<file path="config.mk">
export PLATFORM = sky130hd
export DESIGN_NAME = psr_unit
export DESIGN_NICKNAME = d
export VERILOG_FILES = /design/src/rtl/psr_pkg.sv /design/src/rtl/cond_eval.sv /design/src/rtl/psr_unit.sv
export SDC_FILE = /design/constraint.sdc
export NUM_CORES = 1
export LEC_CHECK = 0
export CORE_MARGIN = 5
export CORE_UTILIZATION = 46
export CTS_BUF_LIST = sky130_fd_sc_hd__clkbuf_4
export DETAILED_ROUTE_END_ITERATION = 16
export PLACE_DENSITY_LB_ADDON = 0.2
export SYNTH_ARGS = -nofsm -noshare
export SYNTH_HDL_FRONTEND = slang
export SYNTH_SLANG_ARGS = --single-unit
</file>
<file path="constraint.sdc">
create_clock -name clk -period 3.1 [get_ports clk]
set_clock_uncertainty 0.15 [all_clocks]
set_input_delay 0.62 -clock clk [delete_from_list [all_inputs] [get_ports clk]]
set_output_delay 0.62 -clock clk [all_outputs]
set_load 0.05 [all_outputs]
</file>
<file path="src/rtl/psr_pkg.sv">
// psr_pkg: flag layout, ALU opcodes and condition codes shared by the PSR, ALU and decoder.
package psr_pkg;
    localparam int PSR_W = 5;
    localparam int PSR_C = 0;
    localparam int PSR_F = 1;
    localparam int PSR_L = 2;
    localparam int PSR_Z = 3;
    localparam int PSR_N = 4;
    localparam logic [3:0] ALU_ADD = 4'b0000;
    localparam logic [3:0] ALU_SUB = 4'b0001;
    localparam logic [3:0] ALU_CMP = 4'b0101;
    localparam logic [PSR_W-1:0] MASK_ARITH = 5'b00011;
    localparam logic [PSR_W-1:0] MASK_CMP = 5'b11100;
    typedef enum logic [3:0] {
        COND_EQ, COND_NE, COND_CS, COND_CC, COND_HI, COND_LS, COND_GT, COND_LE,
        COND_FS, COND_FC, COND_LO, COND_HS, COND_LT, COND_GE, COND_UC, COND_NV
    } cond_e;
endpackage

</file>
<file path="src/rtl/cond_eval.sv">
// cond_eval: combinational branch/jump condition check against a flag vector.
module cond_eval
    import psr_pkg::*;
(
    input  logic [3:0]       cond,
    input  logic [PSR_W-1:0] flags,
    output logic             met
);
    logic c, f, l, z, n;
    assign c = flags[PSR_C];
    assign f = flags[PSR_F];
    assign l = flags[PSR_L];
    assign z = flags[PSR_Z];
    assign n = flags[PSR_N];
    always_comb begin
        met = 1'b0;
        case (cond)
            COND_EQ: met = z;
            COND_NE: met = !z;
            COND_CS: met = c;
            COND_CC: met = !c;
            COND_HI: met = l;
            COND_LS: met = !l;
            COND_GT: met = n;
            COND_LE: met = !n;
            COND_FS: met = f;
            COND_FC: met = !f;
            COND_LO: met = !l && !z;
            COND_HS: met = l || z;
            COND_LT: met = !n && !z;
            COND_GE: met = n || z;
            COND_UC: met = 1'b1;
            COND_NV: met = 1'b0;
        endcase
    end
endmodule

</file>
<file path="src/rtl/psr_unit.sv">
// psr_unit: masked ALU flag capture, LPR load, interrupt shadow and forwarded condition evaluation.
module psr_unit
    import psr_pkg::*;
#(
    parameter int WIDTH = PSR_W
) (
    input  logic             clk,
    input  logic             reset,
    input  logic             alu_valid,
    input  logic [3:0]       alucont,
    input  logic [WIDTH-1:0] alu_psr,
    input  logic             psr_wr_en,
    input  logic [WIDTH-1:0] psr_wr_data,
    input  logic             irq_save,
    input  logic             irq_restore,
    input  logic             cond_valid,
    input  logic [3:0]       cond,
    output logic             taken_valid,
    output logic             taken,
    output logic [WIDTH-1:0] psr,
    output logic [WIDTH-1:0] shadow
);
    logic [WIDTH-1:0] mask, alu_next, psr_next;
    logic             met;
    assign mask = !alu_valid ? '0 :
                  (alucont == ALU_ADD || alucont == ALU_SUB) ? MASK_ARITH :
                  (alucont == ALU_CMP) ? MASK_CMP : '0;
    assign alu_next = (psr & ~mask) | (alu_psr & mask);
    assign psr_next = irq_restore ? shadow : psr_wr_en ? psr_wr_data : alu_next;
    // Evaluate against next-PSR so a branch sees flags retiring in the same cycle.
    cond_eval u_cond_eval (
        .cond  (cond),
        .flags (psr_next),
        .met   (met)
    );
    always_ff @(posedge clk or negedge reset) begin
        if (!reset) begin
            psr         <= '0;
            shadow      <= '0;
            taken       <= 1'b0;
            taken_valid <= 1'b0;
        end else begin
            psr         <= psr_next;
            taken_valid <= cond_valid;
            if (irq_save) shadow <= psr;
            if (cond_valid) taken <= met;
        end
    end
endmodule

</file>
==> load_flow_metrics.sql, run 1 <==
INSERT INTO impl_metrics (metric_group, metric, value, unit) VALUES
('sta', 'rsz0062_at_grt', 'false', ''),
('place', 'place.detailed.instances', '143', ''),
('global_routing', 'overflow_left_after_global_routing', '0', ''),
('run', 'max_cap_violations', '0', ''),
('synthesis', 'syn-cell-area', '853', 'um^2'),
('cts', 'holdBufCountCts', '0', ''),
('min_path', 'worst_hold_path_cells', '1', ''),
('layout', 'finalInstanceArea', '0.00125', 'mm^2'),
('layout', 'layout.nets', '148', ''),
('synthesis', 'syn_area_per_cell', '9.81', 'um^2'),
('layout', 'fillers', '146', ''),
('cts', 'post_cts_repair_setup_buffers', '0', ''),
('run_status', 'run_status', 'completed', ''),
('cts', 'clock_insertion_delay_worst_skew', '0.26', 'ns'),
('setup_path', 'worst_ep_arrival_time', '2.62', 'ns'),
('synthesis', 'synth-edff-count', '0', ''),
('cts', 'ctsHtreeMaxLevel', '1', ''),
('layout', 'antenna_cells_inserted', '0', ''),
('layout', 'syn2layout_area_growth', '46.2', '%'),
('sta', 'timing.max_slew.rel_slack', '0.654', ''),
('setup_path', 'r2r-start', 'shadow[2]', ''),
('sta', 'layout_min_cycle_time', '2.59', 'ns'),
('setup_path', 'cp-end-kind', 'flop', ''),
('synthesis', 'synth-async-reset-ratio', '1.00', ''),
('route', 'number_of_drc_violations_after_detailed_routing', '0', ''),
('cts', 'clk_pin_slew', '0.07', 'ns'),
('synthesis', 'synth.largest_area_cell', 'sky130_fd_sc_hd__dfrtp_1', ''),
('layout', 'post_route_cells_drive_above_1_share', '0.132', ''),
('synthesis', 'synth.top_cells.by_count', 'sky130_fd_sc_hd__dfrtp_1 (12), sky130_fd_sc_hd__nand2_1 (7), sky130_fd_sc_hd__mux2i_1 (6)', ''),
('die', 'die_width', '53.1', 'um'),
('synthesis', 'synth_area_leaders', 'sky130_fd_sc_hd__dfrtp_1 (35%), sky130_fd_sc_hd__mux2i_1 (7.0%), sky130_fd_sc_hd__mux2_2 (5.3%)', ''),
('synthesis', 'yosysUniqueCellTypes', '40', ''),
('setup_path', 'crit_path_start_kind', 'input pin', ''),
('route', 'route.met2.wl', '1.16', 'mm'),
('die', 'die_height', '53.1', 'um'),
('min_path', 'hold_path.class', 'reg2reg', ''),
('synthesis', 'sequential_fraction_of_the_synthesis_area', '0.352', ''),
('setup_path', 'worstPathRequired', '3.13', 'ns'),
('synthesis', 'post_synthesis_cells', '87', ''),
('cts', 'root_buffer', 'sky130_fd_sc_hd__clkbuf_4', ''),
('sta', 'worst_slew_pin_slew', '0.517', 'ns'),
('route', 'route.layer.met1.wl', '915', 'um'),
('setup_path', 'reg2reg_depth', '5', ''),
('place', 'hpwl', '1.87', 'mm'),
('sta', 'final_min_period_over_clock_period', '0.835', ''),
('global_routing', 'grt_max_degree', '13', ''),
('place', 'gpl.final_weighted_congestion', '0.853', ''),
('setup_path', 'critical_path_class', 'in2reg', ''),
('pwr', 'ir_drop', '274', 'uV'),
('die', 'design.core.area', '0.00175', 'mm^2'),
('pwr', 'total_leakage_power', '0.464', 'nW'),
('die', 'floorplan.initialDensity', '0.489', ''),
('global_routing', 'grt_first_pass_wirelength', '3.66', 'mm'),
('synthesis', 'synth_fp_nets', '112', ''),
('global_routing', 'number_of_global_route_vias_before_repair', '810', ''),
('route', 'wl_per_cell', '15.3', 'um'),
('route', 'route.final.wire_length', '2.24', 'mm'),
('route', 'wl_met3', '142', 'um'),
('synthesis', 'synthDominantCellAreaShare', '0.352', ''),
('die', 'area_enclosed_by_the_die_boundary', '0.00282', 'mm^2'),
('sta', 'finalSetupViolations', '0', ''),
('sta', 'fmaxAchievable', '386', 'MHz'),
('layout', 'final-instance-count-excl-fill', '146', ''),
('sta', 'count_of_pins_over_their_slew_limit', '0', ''),
('global_routing', 'track_usage', '0.177', ''),
('synthesis', 'synth_most_common_cell', 'sky130_fd_sc_hd__dfrtp_1', ''),
('cts', 'cts.repair.resized', '0', ''),
('route', 'viasPerCell', '5.62', ''),
('min_path', 'hold_start', 'psr[0]', ''),
('cts', 'clock_buffers_created_by_tritoncts', '3', ''),
('cts', 'cts_tree', 'yes', '');
## cell families after synthesis
| logic type | Yosys count | synth area share |
|---|---|---|
| multiplexers | 10 | 0.123 |
| flip-flops | 12 | 0.352 |
| buffers and inverters | 7 | 0.0323 |
| AO/OA/AOI/OAI | 19 | 0.195 |
| AND/OR/NAND/NOR | 39 | 0.298 |
## placed cells by master (no fill, tap or decap), types with 2 or more instances in the layout
| cell | instances |
|---|---|
| sky130_fd_sc_hd__a21oi_1 | 2 |
| sky130_fd_sc_hd__a31oi_1 | 2 |
| sky130_fd_sc_hd__and4b_1 | 2 |
| sky130_fd_sc_hd__clkbuf_4 | 3 |
| sky130_fd_sc_hd__clkdlybuf4s50_1 | 36 |
| sky130_fd_sc_hd__dfrtp_1 | 12 |
| sky130_fd_sc_hd__inv_1 | 2 |
| sky130_fd_sc_hd__mux2_2 | 4 |
| sky130_fd_sc_hd__mux2i_1 | 6 |
| sky130_fd_sc_hd__nand2_1 | 7 |
| sky130_fd_sc_hd__nand2b_1 | 4 |
| sky130_fd_sc_hd__nand3_1 | 3 |
| sky130_fd_sc_hd__nor2_1 | 3 |
| sky130_fd_sc_hd__nor2b_1 | 3 |
| sky130_fd_sc_hd__nor3b_1 | 3 |
| sky130_fd_sc_hd__nor4_1 | 4 |
| sky130_fd_sc_hd__o21ai_1 | 2 |
## power breakdown
part	internal, mW	switching, mW	leakage (nW)	total [mW]
clock	0.0447	0.0421	0.0138	0.0868
sequential	0.185	0.0258	0.137	0.211
combinational	0.118	0.177	0.313	0.294
## critical path, cell delays in order
cell and delay, ns:
sky130_fd_sc_hd__clkdlybuf4s50_1 0.47, sky130_fd_sc_hd__or3b_4 0.46, sky130_fd_sc_hd__o21ai_2 0.16, sky130_fd_sc_hd__a31oi_2 0.13, sky130_fd_sc_hd__o221a_1 0.27, sky130_fd_sc_hd__or3_1 0.37, sky130_fd_sc_hd__a41oi_2 0.14
## worst paths after layout
path | end | slack (ns)
max | taken | 0.51
max reg2reg | taken | 1.40
min | shadow[0] | 0.39
min reg2reg | shadow[0] | 0.39
min in group asynchronous | psr[4] | 0.55
max in group asynchronous | shadow[2] | 1.90
## area by class of cell
type / instances / area, um^2 / area share
clock buffer: 3 / 22.5 / 0.0181
inverter: 2 / 7.51 / 0.00602
multi-input combinational: 68 / 526 / 0.421
sequential: 12 / 300 / 0.241
tap: 25 / 31.3 / 0.0251
timing repair buffer: 36 / 360 / 0.289
## metrics by stage
| step | hold WS, ns | total power, mW | utilization | setup WS, ns |
|---|---|---|---|---|
| 2_1_floorplan | 0.174 | 0.391 | - | 0.855 |
| 3_3_place_gp | 0.358 | 0.506 | 0.702 | 0.298 |
| 3_5_place_dp | 0.373 | 0.510 | 0.702 | 0.253 |
| 4_1_cts | 0.393 | 0.598 | 0.715 | 0.517 |
| 5_1_grt | 0.406 | 0.625 | 0.715 | 0.389 |
| 6_report | 0.388 | 0.592 | 0.715 | 0.511 |
## metal layers
metal / vias to the layer above / GRT usage
met2: 29 / 0.337
met1: 385 / 0.197
li1: 405 / -
met5: - / 0
met4: 0 / 0.0383
met3: 2 / 0.0394
## registers in the layout, indices dropped and copies added, names as in the netlist
name         flops
psr              5
shadow           5
taken            1
taken_valid      1
Note: power is estimated with default switching activity, not from simulation.
==> run 2, diff against run 1 <==
CORE_UTILIZATION = 43   (was 46)
clock period = 2.6 ns   (was 3.1 ns; I/O delays follow)
==> run 2 against run 1 <==
Worst setup slack lost 0.38 ns. Sequential power grew 18%. Core utilization shrank 1.5 points. First-iteration DRC count grew 36%. Count of clock-buffer cells in the layout is the same. Combinational power grew 28%. Via count grew 9.1%.
==> load_flow_metrics.sql, run 2 (synthesis results as in run 1) <==
INSERT INTO impl_metrics (metric_group, metric, value, unit) VALUES
('die', 'design.portCount', '37', ''),
('global_routing', 'grt_max_degree', '13', ''),
('cts', 'clock_buffers_created_by_tritoncts', '3', ''),
('sta', 'worst_slew_pin_slew', '0.519', 'ns'),
('setup_path', 'reg2reg_setup_slack', '0.92', 'ns'),
('layout', 'layout.cells.most_common_list', 'sky130_fd_sc_hd__clkdlybuf4s50_1 (36), sky130_fd_sc_hd__dfrtp_1 (12), sky130_fd_sc_hd__buf_4 (10), sky130_fd_sc_hd__nand2_1 (7), sky130_fd_sc_hd__mux2i_1 (6)', ''),
('die', 'placementRows', '16', ''),
('cts', 'clock_insertion_delay_worst_skew', '0.27', 'ns'),
('layout', 'layout.cells.most_common', 'sky130_fd_sc_hd__clkdlybuf4s50_1', ''),
('setup_path', 'r2r-start', 'shadow[2]', ''),
('sta', 'timing.max_slew.rel_slack', '0.653', ''),
('die', 'die_height', '54.5', 'um'),
('min_path', 'whs_endpoint', 'shadow[1]', ''),
('layout', 'post_route_cells_drive_above_1_share', '0.205', ''),
('setup_path', 'worst_ep_arrival_time', '2.51', 'ns'),
('route', 'number_of_violations_reported_at_the_end_of_detailed_routing_iteration_0', '19', ''),
('place', 'place.detailed.instances', '156', ''),
('pwr', 'power.share.clock', '0.150', ''),
('cts', 'clk_pin_slew', '0.07', 'ns'),
('min_path', 'hold_path.class', 'reg2reg', ''),
('setup_path', 'r2r-end', 'taken', ''),
('pwr', 'swShare', '0.413', ''),
('global_routing', 'track_usage', '0.187', ''),
('place', 'hpwl', '2.01', 'mm'),
('cts', 'ctsHtreeMaxLevel', '1', ''),
('cts', 'post_cts_repair_setup_buffers', '0', ''),
('sta', 'layout_min_cycle_time', '2.47', 'ns'),
('route', 'number_of_drc_violations_after_detailed_routing', '0', ''),
('layout', 'antenna_cells_inserted', '0', ''),
('global_routing', 'antenna_violations_before_repair', '0', ''),
('setup_path', 'worstPathRequired', '2.64', 'ns'),
('run', 'max_cap_violations', '0', ''),
('sta', 'count_of_pins_over_their_slew_limit', '0', ''),
('sta', 'fmaxAchievable', '405', 'MHz'),
('route', 'wl_per_cell', '15.8', 'um'),
('pwr', 'ir_drop', '468', 'uV'),
('route', 'viasPerCell', '5.64', ''),
('route', 'routed-via-count', '896', ''),
('run_status', 'run_status', 'completed', ''),
('place', 'detailedPlace.worstSlack', '-0.128', 'ns'),
('sta', 'count_of_endpoints_failing_hold_in_the_final_timing_report', '0', ''),
('pwr', 'pwr-share-seq', '0.339', ''),
('pwr', 'total_power', '0.736', 'mW'),
('layout', 'postLayoutCoreUtil', '0.700', ''),
('place', 'port_buffers', '36', ''),
('die', 'die_width', '54.5', 'um'),
('sta', 'final_setup_margin', '0.131', 'ns'),
('route', 'antenna_left', '0', ''),
('layout', 'layout.nets', '159', ''),
('die', 'floorplan.initialDensity', '0.444', ''),
('min_path', 'worst_hold_path_cells', '2', ''),
('route', 'detailedRoute.firstPassIterationCount', '4', ''),
('setup_path', 'reg2reg_depth', '5', ''),
('cts', 'holdBufCountCts', '0', ''),
('setup_path', 'cp-end-kind', 'flop', ''),
('cts', 'cts_num_sinks', '12', ''),
('cts', 'cts.repair.resized', '0', ''),
('min_path', 'hold_start', 'psr[1]', ''),
('cts', 'root_buffer', 'sky130_fd_sc_hd__clkbuf_4', ''),
('layout', 'syn2layout_area_growth', '57.6', '%'),
('layout', 'reg.largest.list', 'psr (5), shadow (5)', ''),
('sta', 'rsz0062_at_grt', 'false', ''),
('pwr', 'powerDensity', '547', 'mW/mm^2'),
('setup_path', 'crit_path_start_kind', 'input pin', ''),
('global_routing', 'overflow_left_after_global_routing', '0', ''),
('layout', 'final-instance-count-excl-fill', '159', ''),
('pwr', 'total_leakage_power', '0.522', 'nW'),
('cts', 'cts_tree', 'yes', ''),
('setup_path', 'critPathMaxFanout', '3', ''),
('route', 'route.final.wire_length', '2.51', 'mm'),
('die', 'area_enclosed_by_the_die_boundary', '0.00298', 'mm^2'),
('die', 'design.core.area', '0.00192', 'mm^2'),
('sta', 'finalSetupViolations', '0', ''),
('sta', 'final_min_period_over_clock_period', '0.949', ''),
('pwr', 'switchingPower', '0.304', 'mW'),
('global_routing', 'number_of_global_route_vias_before_repair', '868', ''),
('pwr', 'pwr-share-comb', '0.511', ''),
('global_routing', 'grt_first_pass_wirelength', '3.94', 'mm'),
('place', 'gpl.final_weighted_congestion', '0.809', ''),
('cts', 'clk_path_buf_depth', '2', ''),
('pwr', 'internal_power', '0.432', 'mW'),
('setup_path', 'critical_path_class', 'in2reg', '');
[run 2: critical path, cell delays in order]
cell and delay [ns]:
sky130_fd_sc_hd__clkdlybuf4s50_1 0.47, sky130_fd_sc_hd__nor4b_2 0.30, sky130_fd_sc_hd__buf_4 0.16, sky130_fd_sc_hd__mux2i_1 0.23, sky130_fd_sc_hd__a221oi_2 0.11, sky130_fd_sc_hd__o221a_1 0.22, sky130_fd_sc_hd__or3_1 0.36, sky130_fd_sc_hd__a41oi_2 0.14
[run 2: area by class of cell]
type                       instances  area, um^2
fill                             167         577
multi-input combinational         68         526
timing repair buffer              47         455
sequential                        12         300
tap                               27        33.8
clock buffer                       3        22.5
inverter                           2        7.51
[run 2: worst max path at each step]
stage	startpoint	endpoint	slack, ns
floorplan	alucont[1]	taken	0.45
finish	alucont[1]	taken	0.13
CTS	alucont[1]	taken	0.14
detailed placement	alucont[1]	taken	-0.13
global placement	alucont[1]	taken	-0.06
global route	alucont[1]	taken	0.06
[run 2: stage by stage]
step	setup TNS, ns	hold WS, ns	cell area [um^2]
finish	0	0.392	1350
global route	0	0.423	1350
CTS	0	0.400	1350
detailed placement	-0.128	0.383	1320
global placement	-0.0642	0.366	1320
floorplan	0	0.0744	853
[run 2: metal layers]
layer  wire [um]  part of all wire  vias to the layer above  GRT usage
met1        1060              0.42                      425      0.219
met3         200             0.080                        6     0.0599
met5           0                 0                        -          0
li1            -                 -                      431          -
met4          42             0.017                        0     0.0747
met2        1210              0.48                       34      0.313
[run 2: power by group through the flow]
stage,registers (mW),logic (mW),clock network (mW)
final,0.249,0.376,0.110
after global routing,0.254,0.396,0.126
after CTS,0.249,0.378,0.113
after detailed placement,0.252,0.376,0
after global placement,0.251,0.371,0
after floorplan,0.369,0.0966,0
